`config.mk`:
```
export PLATFORM = sky130hd
export DESIGN_NAME = fp_mul_pipe
export DESIGN_NICKNAME = d
export VERILOG_FILES = /design/src/rtl/fp_mul_pipe.sv
export SDC_FILE = /design/constraint.sdc
export NUM_CORES = 2
export LEC_CHECK = 0
export BUFFER_PORTS_ARGS = -buffer_cell sky130_fd_sc_hd__buf_2
export CAP_MARGIN = 20
export CORE_ASPECT_RATIO = 1.1
export CORE_MARGIN = 4
export CORE_UTILIZATION = 69
export CTS_BUF_LIST = sky130_fd_sc_hd__clkbuf_2 sky130_fd_sc_hd__clkbuf_4 sky130_fd_sc_hd__clkbuf_8
export DETAILED_ROUTE_END_ITERATION = 10
export GPL_ROUTABILITY_DRIVEN = 0
export PLACE_DENSITY = 0.95
export SLEW_MARGIN = 20
export SYNTH_ARGS = -nofsm -noshare
export SYNTH_HDL_FRONTEND = slang
export SYNTH_HIERARCHICAL = 1
export SYNTH_SLANG_ARGS = --single-unit
```
`constraint.sdc`:
```
create_clock -name clk -period 13.4 [get_ports clk]
set_input_delay 1.34 -clock clk [delete_from_list [all_inputs] [get_ports clk]]
set_output_delay 1.34 -clock clk [all_outputs]
set_load 0.01 [all_outputs]
```
`src/rtl/fp_mul_pipe.sv`:
```
// Three-stage IEEE-754 multiplier (unpack / mantissa product / round+pack) with whole-pipe stall.
// Define FP_MUL_RNE_EN for round-to-nearest-even; otherwise results are truncated toward zero.

module multiplier_nbit #(
    parameter int N         = 24,
    parameter int IMPL_TYPE = 0
) (
    input  logic [N-1:0]   i_a,
    input  logic [N-1:0]   i_b,
    output logic [2*N-1:0] o_p
);
    generate
        if (IMPL_TYPE == 0) begin : g_direct
            assign o_p = {{N{1'b0}}, i_a} * {{N{1'b0}}, i_b};
        end else begin : g_shift_add
            logic [2*N-1:0] w_acc;
            // NOTE: combinational blocks use blocking '=' and assign every output first, so no latch is inferred.
            always_comb begin
                w_acc = '0;
                for (int i = 0; i < N; i++) begin
                    if (i_b[i]) w_acc = w_acc + ({{N{1'b0}}, i_a} << i);
                end
            end
            assign o_p = w_acc;
        end
    endgenerate
endmodule

module fp_mul_pipe #(
    parameter int EXP_W     = 8,
    parameter int MAN_W     = 23,
    parameter int TAG_W     = 4,
    parameter int IMPL_TYPE = 0
) (
    input  logic                     clk,
    input  logic                     rst_n,
    input  logic                     in_valid,
    output logic                     in_ready,
    input  logic [EXP_W+MAN_W:0]     in_a,
    input  logic [EXP_W+MAN_W:0]     in_b,
    input  logic [TAG_W-1:0]         in_tag,
    output logic                     out_valid,
    input  logic                     out_ready,
    output logic [EXP_W+MAN_W:0]     out_result,
    output logic [TAG_W-1:0]         out_tag,
    output logic [3:0]               out_flags
);
    localparam int W    = 1 + EXP_W + MAN_W;
    localparam int M    = MAN_W + 1;
    localparam int EW2  = EXP_W + 2;
    localparam int BIAS = (1 << (EXP_W - 1)) - 1;

    localparam logic [1:0] K_NUM  = 2'd0;
    localparam logic [1:0] K_NAN  = 2'd1;
    localparam logic [1:0] K_INF  = 2'd2;
    localparam logic [1:0] K_ZERO = 2'd3;

    logic w_adv;
    assign w_adv    = ~out_valid | out_ready;
    assign in_ready = w_adv;

    // ---------------- S1: unpack and classify ----------------
    logic [EXP_W-1:0] w_ea, w_eb;
    logic [MAN_W-1:0] w_fa, w_fb;
    logic             w_a_zero, w_b_zero, w_a_inf, w_b_inf, w_a_nan, w_b_nan;
    logic             w_inf_x_zero, w_invalid;
    logic [1:0]       w_kind;
    logic [EW2-1:0]   w_esum;

    assign w_ea = in_a[W-2 -: EXP_W];
    assign w_eb = in_b[W-2 -: EXP_W];
    assign w_fa = in_a[MAN_W-1:0];
    assign w_fb = in_b[MAN_W-1:0];

    // Exponent 0 covers subnormals too: they are flushed to zero here.
    assign w_a_zero = (w_ea == '0);
    assign w_b_zero = (w_eb == '0);
    assign w_a_inf  = (w_ea == '1) && (w_fa == '0);
    assign w_b_inf  = (w_eb == '1) && (w_fb == '0);
    assign w_a_nan  = (w_ea == '1) && (w_fa != '0);
    assign w_b_nan  = (w_eb == '1) && (w_fb != '0);

    assign w_inf_x_zero = (w_a_inf & w_b_zero) | (w_a_zero & w_b_inf);
    assign w_invalid    = w_inf_x_zero | (w_a_nan & ~w_fa[MAN_W-1]) | (w_b_nan & ~w_fb[MAN_W-1]);
    assign w_esum       = EW2'(w_ea) + EW2'(w_eb) - EW2'(BIAS);

    always_comb begin
        w_kind = K_NUM;
        if (w_a_nan | w_b_nan | w_inf_x_zero) w_kind = K_NAN;
        else if (w_a_inf | w_b_inf)           w_kind = K_INF;
        else if (w_a_zero | w_b_zero)         w_kind = K_ZERO;
    end

    logic             r1_valid, r1_sign, r1_invalid;
    logic [1:0]       r1_kind;
    logic [EW2-1:0]   r1_esum;
    logic [M-1:0]     r1_ma, r1_mb;
    logic [TAG_W-1:0] r1_tag;

    // ---------------- S2: mantissa product ----------------
    logic [2*M-1:0] w_prod;

    multiplier_nbit #(.N(M), .IMPL_TYPE(IMPL_TYPE)) u_mul (
        .i_a (r1_ma),
        .i_b (r1_mb),
        .o_p (w_prod)
    );

    logic             r2_valid, r2_sign, r2_invalid;
    logic [1:0]       r2_kind;
    logic [EW2-1:0]   r2_esum;
    logic [2*M-1:0]   r2_prod;
    logic [TAG_W-1:0] r2_tag;

    // ---------------- S3: normalise, round, pack ----------------
    logic             w_msb, w_guard, w_sticky, w_rup, w_carry, w_ovf, w_unf;
    logic [2*M-2:0]   w_pn;
    logic [MAN_W-1:0] w_frac;
    logic [MAN_W:0]   w_frac_r;
    logic [EW2-1:0]   w_exp;
    logic [W-1:0]     w_result;
    logic [3:0]       w_flags;

    // Product of two [1,2) mantissas lies in [1,4): at most one position of normalisation.
    assign w_msb    = r2_prod[2*M-1];
    assign w_pn     = w_msb ? r2_prod[2*M-2:0] : {r2_prod[2*M-3:0], 1'b0};
    assign w_frac   = w_pn[2*M-2 -: MAN_W];
    assign w_guard  = w_pn[M-1];
    assign w_sticky = |w_pn[M-2:0];
`ifdef FP_MUL_RNE_EN
    assign w_rup    = w_guard & (w_sticky | w_frac[0]);
`else
    assign w_rup    = 1'b0;
`endif
    assign w_frac_r = {1'b0, w_frac} + (MAN_W+1)'(w_rup);
    assign w_carry  = w_frac_r[MAN_W];
    assign w_exp    = r2_esum + EW2'(w_msb) + EW2'(w_carry);
    assign w_ovf    = ~w_exp[EW2-1] && (w_exp[EW2-2:0] >= (EW2-1)'((1 << EXP_W) - 1));
    assign w_unf    = w_exp[EW2-1] || (w_exp == '0);

    always_comb begin
        w_result = {r2_sign, w_exp[EXP_W-1:0], w_frac_r[MAN_W-1:0]};
        w_flags  = {3'b000, w_guard | w_sticky};
        case (r2_kind)
            K_NAN: begin
                w_result = {1'b0, {EXP_W{1'b1}}, 1'b1, {(MAN_W-1){1'b0}}};
                w_flags  = {r2_invalid, 3'b000};
            end
            K_INF: begin
                w_result = {r2_sign, {EXP_W{1'b1}}, {MAN_W{1'b0}}};
                w_flags  = 4'b0000;
            end
            K_ZERO: begin
                w_result = {r2_sign, {(EXP_W+MAN_W){1'b0}}};
                w_flags  = 4'b0000;
            end
            default: begin
                if (w_ovf) begin
`ifdef FP_MUL_RNE_EN
                    w_result = {r2_sign, {EXP_W{1'b1}}, {MAN_W{1'b0}}};
`else
                    w_result = {r2_sign, {(EXP_W-1){1'b1}}, 1'b0, {MAN_W{1'b1}}};
`endif
                    w_flags  = 4'b0101;
                end else if (w_unf) begin
                    w_result = {r2_sign, {(EXP_W+MAN_W){1'b0}}};
                    w_flags  = 4'b0011;
                end
            end
        endcase
    end

    logic             r3_valid;
    logic [W-1:0]     r3_result;
    logic [TAG_W-1:0] r3_tag;
    logic [3:0]       r3_flags;

    // NOTE: sequential state uses non-blocking '<=' so every stage samples the pre-edge values of the one before.
    always_ff @(posedge clk or negedge rst_n) begin
        if (!rst_n) begin
            r1_valid <= 1'b0; r1_sign <= 1'b0; r1_invalid <= 1'b0; r1_kind <= K_NUM;
            r1_esum  <= '0;   r1_ma   <= '0;   r1_mb      <= '0;   r1_tag  <= '0;
            r2_valid <= 1'b0; r2_sign <= 1'b0; r2_invalid <= 1'b0; r2_kind <= K_NUM;
            r2_esum  <= '0;   r2_prod <= '0;   r2_tag     <= '0;
            r3_valid <= 1'b0; r3_result <= '0; r3_tag <= '0; r3_flags <= '0;
        end else if (w_adv) begin
            // Valids shift as one so a bubble keeps its slot while the pipe is stalled.
            r1_valid <= in_valid;
            r2_valid <= r1_valid;
            r3_valid <= r2_valid;
            if (in_valid) begin
                r1_sign    <= in_a[W-1] ^ in_b[W-1];
                r1_invalid <= w_invalid;
                r1_kind    <= w_kind;
                r1_esum    <= w_esum;
                r1_ma      <= {1'b1, w_fa};
                r1_mb      <= {1'b1, w_fb};
                r1_tag     <= in_tag;
            end
            if (r1_valid) begin
                r2_sign    <= r1_sign;
                r2_invalid <= r1_invalid;
                r2_kind    <= r1_kind;
                r2_esum    <= r1_esum;
                r2_prod    <= w_prod;
                r2_tag     <= r1_tag;
            end
            if (r2_valid) begin
                r3_result  <= w_result;
                r3_tag     <= r2_tag;
                r3_flags   <= w_flags;
            end
        end
    end

    assign out_valid  = r3_valid;
    assign out_result = r3_result;
    assign out_tag    = r3_tag;
    assign out_flags  = r3_flags;
endmodule

```
==> summary.txt <==
Outcome
  • Status: finished clean

Detailed routing
  • WL/cell: 22.4 um
  • Initial DRT Pass Iterations: 9
  • # DRC: 0
  • 1st-iter DRT viols: 2504
  • Vias/cell: 6.44
  • WL final: 75400 um
  • Total number of vias: 21700
  • Routed Antenna Nets: 0

Synthesis
  • Cell with the most instances after synthesis: inv_1
  • Sequential fraction of the synthesis area: 16.2%
  • Syn nets: 3597
  • Post-synth cell types: 80
  • Synth Area in Compound Gates: 5.88%
  • Simple-Gate Fraction of Synth Area: 16.7%
  • Synth Flop Type: dfrtp_1
  • EDFF count, synth: 0
  • Share of Yosys cell area claimed by the top area cell type: 36.0%
  • Async S/R FF share, synth: 100%
  • Synth warnings: 6
  • Multiplexer area fraction after synthesis: 3.90%
  • Mapped cell area: 0.0269 mm^2
  • Main combinational cell family by area after synthesis: adder cells
  • Avg Cell Area, Syn: 9.44 um^2
  • Adder-cell share of the synthesized area: 45.0%
  • Synth area leader: fa_1
  • XOR/XNOR share of the synthesized area: 1.95%
  • Yosys reg bits: 174
  • Synth top cells by count: 576 x inv_1, 483 x fa_1, 477 x nand2_1
  • Top cells by area in the synthesized netlist: fa_1 36%, dfrtp_1 16%, ha_1 9.1%
  • Post-Syn Instances: 2847

Critical path
  • Worst path cell trace: nand2_1 -> fa_1 -> inv_1 -> fa_1 -> inv_1 -> fa_1 -> fa_1 -> inv_1 -> fa_1 -> fa_1 -> inv_1 -> fa_1 -> inv_1 -> ha_1 -> a211oi_1 -> o211ai_1 -> a221o_1 -> a31oi_1 -> nand2_1 -> a31oi_1 -> o31ai_1 -> a21oi_1 -> xnor2_1 -> mux2_2
  • WS Path Type: reg -> reg
  • CP Max Fanout: 25
  • CP dominant cell by count: fa_1
  • Max incr delay on CP: 1030 ps
  • CP endpoint kind: register
  • CP max stage cell: dfrtp_1
  • Startpoint types: register
  • CP startpoint: r1_mb[5]$_DFFE_PN0P_
  • CP arrival: 8830 ps
  • Worst EP required: 13760 ps
  • RR Startpoint: r1_mb[5]$_DFFE_PN0P_

Die
  • Initial core utilization: 70.2%
  • Row count: 75
  • Die height: 215 um
  • IO Count: 114
  • Die area: 0.0422 mm^2
  • Core footprint: 0.0383 mm^2
  • Die span in x: 196 um

Final layout
  • Ant. Diodes: 0
  • Fill cell count: 2213
  • Share of post-route cells with drive strength above 1: 10.0%
  • Layout Nets: 3601
  • Sequential cell area: 0.00436 mm^2
  • Area taken by multi-input logic gates: 0.0197 mm^2
  • Area grow syn2layout: 4.18%

Clock network
  • Clock root buffer: clkbuf_8
  • Post-CTS resize count: 0
  • Max clock buf depth: 2
  • Clock transition at the registers of the reported paths: 120 ps
  • CTS sink cnt: 174
  • Post-CTS Hold Buffers: 0
  • CTS HTree Levels: 4
  • Clk Latency, worst-skew pair: 490 ps
  • Post-CTS setup repair buffer count: 0
  • CTS tree: yes
  • TritonCTS buffer count: 17

Global route
  • Number of antenna violations at the first check in global routing: 3
  • First-pass GRT wire length: 123000 um
  • Grt ovf: 0
  • All-Layer GR Usage: 36.4%
  • Pin count of the biggest net entering global routing: 100
  • Vias in the first global route: 24400

STA
  • Slew headroom: 22.9%
  • Final hold vios: 0
  • TNS Setup: 0 ps
  • Setup violators final: 0
  • Pins Over Slew Limit: 0
  • Clock skew: 25.4 ps
  • RSZ-0062 raised after global routing: no
  • Period utilization: 63.2%
  • Maximum clock rate: 0.118 GHz
  • Fin crit period: 8470 ps
  • Worst-Margin Slew: 1160 ps

Placed design
  • HPWL Detailed: 56600 um
  • PortBufs: 113

Run
  • Max-cap violations: 0

Min path
  • Hold_sp: r1_tag[3]$_DFFE_PN0P_
  • Class of the worst hold path: reg -> reg
-- registers in the layout, summed over array words and instances (netlist names) --
| register | flops |
|---|---|
| r2_tag | 4 |
| r1_valid | 1 |
| out_tag | 4 |
| r1_sign | 1 |
| r1_invalid | 1 |
| r2_prod | 48 |
| r2_kind | 2 |
| r2_sign | 1 |
| out_flags | 4 |
| r1_kind | 2 |
| r2_esum | 10 |
| out_valid | 1 |
| r1_esum | 10 |
| r1_tag | 4 |
| out_result | 32 |
| r2_invalid | 1 |
| r2_valid | 1 |
| r1_mb | 23 |
| r1_ma | 24 |
-- worst max-delay path, delay by kind of cell (launching register included) --
family | cells | cell delay [ps]
AOI/OAI and AO/OA | 7 | 2200
xor gates and xnor gates | 1 | 110
adders and majority gates | 8 | 3960
buffers and inverters | 5 | 330
DFF | 1 | 1030
muxes | 1 | 270
and+or+nand+nor | 2 | 420
-- metrics by stage --
stage	setup slack (ps)	area, um^2	cells	utilization [%]	hold slack, ps
3_3_place_gp	5800	27600	3332	72.0	454
2_1_floorplan	6450	26900	2847	-	442
3_5_place_dp	5340	27600	3332	72.0	460
4_1_cts	5190	28000	3364	73.1	488
5_1_grt	4850	28000	3364	73.1	518
6_report	4930	28000	3364	73.1	482
-- routing by layer --
layer	global-route usage, %	part of all wire, %
met3	9.99	12
met5	0	0.068
met4	21.9	7.3
met2	59.9	48
met1	42.6	32
-- logic make-up after synthesis --
family | Yosys count
simple gates | 911
buf+inv | 721
mux | 93
compound gates | 210
fa+ha+maj | 678
xor+xnor | 60
flops | 174
-- cell usage in the layout, fill, tap and decap left out, drive strengths merged, types with 9 or more instances in the layout --
cell      n
a21o     26
a21oi    54
a221o    23
a31oi     9
and2    305
buf     129
clkbuf   18
dfrtp   174
fa      483
ha      195
inv     583
mux2     93
nand2   478
nand3    16
nand4    15
nor2     27
nor3     10
nor4     22
o21ai    35
o21bai   11
o31ai    11
xnor2    38
xor2     22
-- worst paths after layout --
path	end	slack, ps	depth (start not counted)
min	r1_tag[3]$_DFFE_PN0P_	480	2
max reg2reg	r2_prod[41]$_DFFE_PN0P_	4930	24
min in group asynchronous	out_result[17]$_DFFE_PN0P_	920	1
max	r2_prod[41]$_DFFE_PN0P_	4930	24
max in group asynchronous	r1_mb[0]$_DFFE_PN0P_	10890	2
min reg2reg	r1_tag[3]$_DFFE_PN0P_	480	2
-- layout make-up --
cell class | count | area share (%)
Multi-Input combinational cell | 1952 | 70.5
Sequential cell | 174 | 15.6
Inverter | 577 | 7.73
Timing Repair Buffer | 129 | 2.47
Tap cell | 500 | 2.23
Clock buffer | 18 | 0.862
Clock inverter | 14 | 0.621
Power is left out: the tool's default activity adds up to more than one toggle a clock period on the data nets, which glitch-free logic cannot reach.
